$ cat config.mk
export PLATFORM = sky130hd
export DESIGN_NAME = prescaler_sched
export DESIGN_NICKNAME = d
export VERILOG_FILES = /design/src/rtl/prescaler_sched.sv
export SDC_FILE = /design/constraint.sdc
export NUM_CORES = 1
export LEC_CHECK = 0
export ABC_AREA = 1
export CAP_MARGIN = 10
export CORE_UTILIZATION = 40
export CTS_BUF_LIST = sky130_fd_sc_hd__clkbuf_8
export CTS_CLUSTER_DIAMETER = 30
export DETAILED_ROUTE_END_ITERATION = 8
export PLACE_DENSITY = 0.68
export SLEW_MARGIN = 20
export SYNTH_ARGS = -nofsm -noshare
export SYNTH_HDL_FRONTEND = slang
export SYNTH_SLANG_ARGS = --single-unit
$ cat constraint.sdc
create_clock -name clk -period 20.7 [get_ports clk]
set_clock_uncertainty 0.1 [all_clocks]
set_input_delay 6.21 -clock clk [delete_from_list [all_inputs] [get_ports clk]]
set_output_delay 6.21 -clock clk [all_outputs]
set_load 0.01 [all_outputs]
$ cat src/rtl/prescaler_sched.sv
// rtl/prescaler_sched.sv - shadow/active divider scheduler with atomic commit for the multi-channel prescaler
//
// Ports:
//   clk          system clock, rising edge
//   rst          asynchronous active-high reset
//   wr_en        shadow divider write strobe
//   wr_sel       channel index for the write
//   wr_data      divider value to write (0 is rejected)
//   commit       apply pending shadow values at the next boundary
//   force_commit apply shadow values immediately, skipping the boundary wait
//   boundary     one-cycle safe-update pulse from the datapath
//   div          active dividers, channel i at [BITS*(i+1)-1 : BITS*i]
//   div_valid    high once the first load has happened
//   restart      one-cycle pulse coincident with a div update
//   busy         high while waiting for or performing a load
//   pending      per-channel: shadow written since the last load
//   err_zero     one-cycle pulse on a rejected zero write
//   commit_drop  one-cycle pulse when commit/force_commit arrives while busy
//   timed_out    one-cycle pulse (with restart) when the load came from the timeout

module prescaler_sched #(
    parameter int SIZE    = 4,
    parameter int BITS    = 32,
    parameter int TIMEOUT = 1024,
    localparam int SEL_W  = (SIZE > 1) ? $clog2(SIZE) : 1
) (
    input  logic                 clk,
    input  logic                 rst,
    input  logic                 wr_en,
    input  logic [SEL_W-1:0]     wr_sel,
    input  logic [BITS-1:0]      wr_data,
    input  logic                 commit,
    input  logic                 force_commit,
    input  logic                 boundary,
    output logic [BITS*SIZE-1:0] div,
    output logic                 div_valid,
    output logic                 restart,
    output logic                 busy,
    output logic [SIZE-1:0]      pending,
    output logic                 err_zero,
    output logic                 commit_drop,
    output logic                 timed_out
);

    localparam int CNT_W = $clog2(TIMEOUT);

    typedef enum logic [1:0] {
        IDLE = 2'd0,
        WAIT = 2'd1,
        LOAD = 2'd2
    } state_t;

    state_t               state_q;
    state_t               state_d;
    logic [CNT_W-1:0]     cnt_q;
    logic                 timeout_hit;
    logic                 load_timed_q;
    logic [BITS-1:0]      shadow [SIZE];
    logic [SIZE-1:0]      pending_d;
    logic                 wr_ok;
    logic                 wr_good;

    // Out-of-range selects are silently dropped; only in-range writes can raise err_zero.
    assign wr_ok   = wr_en && ({1'b0, wr_sel} < (SEL_W+1)'(SIZE));
    assign wr_good = wr_ok && (wr_data != '0);

    always_comb begin
        state_d     = state_q;
        timeout_hit = 1'b0;
        case (state_q)
            IDLE: begin
                if (force_commit) begin
                    state_d = LOAD;
                end else if (commit && (pending != '0)) begin
                    state_d = WAIT;
                end
            end
            WAIT: begin
                // A boundary in the same cycle as the timeout wins, so the load is not flagged.
                if (boundary) begin
                    state_d = LOAD;
                end else if (cnt_q == CNT_W'(TIMEOUT - 1)) begin
                    state_d     = LOAD;
                    timeout_hit = 1'b1;
                end
            end
            LOAD: begin
                state_d = IDLE;
            end
            default: begin
                state_d = IDLE;
            end
        endcase
    end

    // The load clears pending first; a write on the same edge re-arms its bit.
    always_comb begin
        pending_d = (state_q == LOAD) ? '0 : pending;
        if (wr_good) begin
            pending_d[wr_sel] = 1'b1;
        end
    end

    always_ff @(posedge clk or posedge rst) begin
        if (rst) begin
            state_q      <= IDLE;
            cnt_q        <= '0;
            load_timed_q <= 1'b0;
            busy         <= 1'b0;
            div_valid    <= 1'b0;
            restart      <= 1'b0;
            timed_out    <= 1'b0;
            err_zero     <= 1'b0;
            commit_drop  <= 1'b0;
            pending      <= '0;
            for (int i = 0; i < SIZE; i++) begin
                shadow[i]              <= BITS'(1);
                div[i*BITS +: BITS]    <= BITS'(1);
            end
        end else begin
            state_q      <= state_d;
            busy         <= (state_d != IDLE);
            cnt_q        <= (state_q == WAIT) ? cnt_q + 1'b1 : '0;
            load_timed_q <= timeout_hit;
            restart      <= (state_q == LOAD);
            timed_out    <= (state_q == LOAD) && load_timed_q;
            err_zero     <= wr_ok && (wr_data == '0);
            commit_drop  <= (commit || force_commit) && (state_q != IDLE);
            pending      <= pending_d;

            // Active takes the shadow contents from before this edge, so a same-edge write stays pending.
            if (state_q == LOAD) begin
                div_valid <= 1'b1;
                for (int i = 0; i < SIZE; i++) begin
                    div[i*BITS +: BITS] <= shadow[i];
                end
            end

            if (wr_good) begin
                shadow[wr_sel] <= wr_data;
            end
        end
    end

endmodule

Word-level counts from Yosys, hierarchy flattened
Index checks and enable logic that the tools add are counted.
{"block": "totals", "reg_bits": 279, "latch_bits": 0, "ramBits": 0, "mem_bits_ro": 0, "wordCells": 55, "mem_count": 0}
{"block": "classes", "n_addsub": 1, "mul": 0, "div": 0, "magnitude_cmp": 4, "n_eq_ne": 3, "shift": 0, "muxes": 16, "n_bitwise": 2, "n_reduce_logical": 14}
{"operator": "bitwise mux 128 bit", "n": 1}
{"operator": "demux 32 bit (select 2 bit)", "n": 1}
{"operator": "zero test 32 bit", "n": 1}
{"operator": "two-way mux 32 bit", "n": 1}
{"operator": "nonzero test 32 bit", "n": 1}
{"operator": "adder 10 x 1 -> 10 bit (second input constant)", "n": 1}
{"operator": "equality test 10 bit (second input constant)", "n": 1}
{"operator": "two-way mux 10 bit", "n": 1}
{"operator": "two-way mux 2 bit", "n": 4}
{"operator": "two-way mux 4 bit", "n": 2}
{"operator": "logical AND 1 bit", "n": 7}
{"operator": "two-way mux 1 bit", "n": 4}
{"operator": "bitwise OR 4 bit", "n": 1}
{"operator": "case mux 2 bit (2 select lines)", "n": 1}
{"operator": "nonzero test 2 bit", "n": 2}
{"operator": "nonzero test 4 bit", "n": 1}
{"operator": "greater-or-equal comparator 3 bit (second input constant)", "n": 1}
{"operator": "< comparator 2 x 3 -> 1 bit (second input constant)", "n": 1}
{"operator": "< comparator 3 x 1 -> 1 bit (second input constant)", "n": 1}
{"operator": "inverter 2 -> 3 bit", "n": 1}
{"operator": "demux 1 bit (select 2 bit)", "n": 1}
{"operator": "equality test 2 x 1 -> 1 bit (second input constant)", "n": 1}
{"operator": "equality test 2 bit (second input constant)", "n": 1}
{"operator": "greater-or-equal comparator 2 x 1 -> 1 bit (second input constant)", "n": 1}
{"operator": "2 further kinds", "n": 2}

Logic depth before layout (Yosys ltp)
{"block": "logic_depth", "depth_word": 6, "depth_mapped": 10, "ltp_nobuf": 9}

Least setup slack after synthesis
Ideal clock, no wire load.
{"block": "synth_timing", "path_type": "input -> register", "startpoint": "input wr_data[2]", "endpoint": "register shadow[111] in the netlist's numbering", "t_arrival_ps": 7120, "t_required_ps": 20483, "setup_slack_ps": 13362, "stages": 9, "cell_sequence": "nor2_1 -> and2_1 -> nand2_1 -> nor2_2 -> nand2_4 -> buf_12 -> buf_8 -> nand4_1 -> nand2_1"}
{"block": "synth_between", "elab_chain_cells": 2}
{"item": "start, declared", "line": "31", "source": "input logic [BITS-1:0] wr_data,"}
{"item": "nonzero test 32 bit", "line": "65", "source": "assign wr_good = wr_ok && (wr_data != '0);"}
{"item": "logical AND 1 bit", "line": "65"}
{"item": "end signal, assigned by index", "line": "140", "source": "shadow[wr_sel] <= wr_data;"}
{"item": "end, declared", "line": "58", "source": "logic [BITS-1:0] shadow [SIZE];"}
Every way passes these cells.
A chain may end at the register's enable or synchronous reset.

Worst setup path after layout
{"block": "layout_timing", "startpoint": "input wr_data[30]", "endpoint": "register shadow[116] in the netlist's numbering"}
The elaborated chain is that of the path after synthesis.

==> reports/metrics.yaml <==
status:
  status: "completed"
logic_synthesis:
  synth.yosys.seq_area_share_pct: 61.7
  ys_ff_latch: 279
  yosys_most_used_dff: "dfrtp_1"
  synth_nets: 1301
  netlist_instances: 1260
  ys_warn_count: 0
  avgSynthCellArea_um2: 9.00
  ys_types: 26
  netlist_area_um2: 11300
  async_flop_share_pct: 100
  synth-edff-count: 0
setup_path:
  start_kind: "input pin"
  slowest_delay_ns: 0.74
  crit_top_cell: "nand2_1"
  worstPathArrival_ns: 9.01
  cp_slowest_cell: "buf_4"
  critical-path-top-delay-family: "buffers and inverters"
  crit_path_end_kind: "flip-flop"
  crit_type: "input pin to flip-flop"
  path_buf_inv: 2
  required_ns: 21.09
  path_cells: "clkdlybuf4s50_1 -> nor2_1 -> and2_0 -> nand2_1 -> nor2_2 -> nand2_4 -> buf_4 -> nand4_1 -> nand2_1"
  worst-path-max-fanout: 77
  regToRegSetupSlack_ns: 18.16
route:
  vias: 9307
  wl_per_cell_um: 16.3
  drt-initial-drc-count: 958
  route.detailed.drc: 0
  drt-total-wl_um: 30300
  ant_nets: 0
  detail_route.first_pass.iterations: 5
  viasPerCell: 5.00
place:
  place_inst: 1742
  dp_worst_setup_slack_ns: 11.53
  place.gp.congestion: 0.795
  portBuffers: 177
  dpl.hpwl_um: 17900
sta:
  fmax_ghz: 0.116
  drv_slew: 0
  finalCritPeriodShare_pct: 41.7
  maxSlewHeadroom_pct: 31.4
  rsz0062_at_grt: "false"
  final_hold_viol_count: 0
  fin_crit_ns: 8.63
  holdWs_ns: 0.361
  worst_pin_slew_ns: 1.03
  setup_viol: 0
  finalSetupTns_ns: 0
  layout_setup_ws_ns: 12.07
global_route:
  grt_pass1_vias: 9311
  antenna_found_initial: 0
  grtUsageTotal_pct: 21.8
  gr-total-overflow: 0
  grt_pass1_wl_um: 49700
  grt_max_degree: 139
cells_and_area:
  final_cell_mix: "nand2_1, dfrtp_1, clkdlybuf4s50_1, nand4_1, clkbuf_8"
  fin_cells: 1862
  syn2layout_area_growth_pct: 29.8
  drive_gt1_share_pct: 9.64
  nets: 1474
  final_common_cell: "nand2_1"
  n_antenna_cell: 0
cts:
  clock_sinks: 279
  clkLatencyLatePin_ns: 0.55
  ctsResizeCount: 0
  post_cts_buffers: 0
  htree_num_levels: 3
  clk_pin_slew_worst_paths_ns: 0.06
  hold_buffers: 0
  cts_root_buf: "clkbuf_8"
  cts_tree: "done"
  cts_buffer_depth: 3
  cts_buffers: 67
power_and_ir_drop:
  leakagePower_nw: 7.52
  peakVddDrop_mv: 0.0683
  total_power_mw: 2.13
  p_per_area_nw_per_um2: 145
min_path:
  hp-class: "flip-flop to flip-flop"
floorplanning:
  die_h_um: 170
  dieWidth_um: 170
  pin_count: 178
  num_rows: 61
  dieArea_um2: 29000
  core_um2: 27900
  start_util_pct: 40.7
flow_run:
  max_cap_viol_count: 0
area by class of cell:
type,count,area (µm²)
multi-input combinational,861,3720
fill,2555,13100
clock inverter,40,447
sequential,279,6990
inverter,39,156
clock buffer,80,1100
tap,378,473
timing repair buffer,185,1830
where the power goes:
group          total, mW  switching, mW  internal (mW)  leakage (nW)
Clock              0.734          0.267          0.467         0.805
Sequential         0.800         0.0949          0.705          3.52
Combinational      0.594          0.322          0.272          3.19
kinds of logic (layout without fill, tap and decap cells):
kind of cell | after synthesis | after routing | share of synthesized area, %
and+or+nand+nor | 842 | 842 | 31.6
DFF | 279 | 279 | 61.7
buffers and inverters | 120 | 344 | 5.76
AOI/OAI and AO/OA | 18 | 18 | 0.861
adders and majority gates | 1 | 1 | 0.110
per-layer routing:
layer  GRT usage [%]  vias to the layer above  part of all wire, %
li1                -                     4398                    -
met3            4.51                       50                  6.7
met4            7.87                        0                  1.8
met1            30.0                     4529                   45
met2            34.1                      330                   47
met5               0                        -                    0
synthesized netlist by cell type, types with 4 or more instances:
cell	instances	area [µm²]
a21oi_1	8	40.0
nor2_1	29	109
nand4_1	131	820
buf_1	4	15.0
inv_1	39	146
dfstp_2	8	210
clkbuf_1	27	101
buf_8	10	150
buf_4	5	37.5
o21ai_0	7	35.0
nand2_1	661	2480
buf_2	32	160
nand3_1	6	30.0
dfrtp_1	271	6780
nand3_4	4	70.1
metrics by stage:
stage | utilization [%] | cell area, µm²
after floorplan | - | 11300
after global placement | 47.3 | 13200
after detailed placement | 47.3 | 13200
after CTS | 52.8 | 14700
after global routing | 52.8 | 14700
final | 52.8 | 14700
final timing paths:
check | start | endpoint | cells after the start
max | wr_data[30] | shadow[116]$_DFFE_PP0P_ | 9
min | shadow[126]$_DFFE_PP0P_ | div[30]$_DFFE_PP0P_ | 2
max reg2reg | state_q[1]$_DFF_PP0_ | div[68]$_DFFE_PP0P_ | 7
min reg2reg | shadow[126]$_DFFE_PP0P_ | div[30]$_DFFE_PP0P_ | 2
max in group asynchronous | rst | div[82]$_DFFE_PP0P_ | 3
min in group asynchronous | rst | cnt_q[6]$_DFF_PP0_ | 2
state kept, by name, summed over array words and instances (netlist names), 2 cells and up:
signal   flops
shadow     128
state_q      2
cnt_q       10
pending      4
div        128
worst min-delay path, cell delays in order, from the launching register on:
cell and delay [ns]:
dfrtp_1 0.34, nand2_1 0.05, nand2_1 0.05
(Power assumes the default switching activity.)
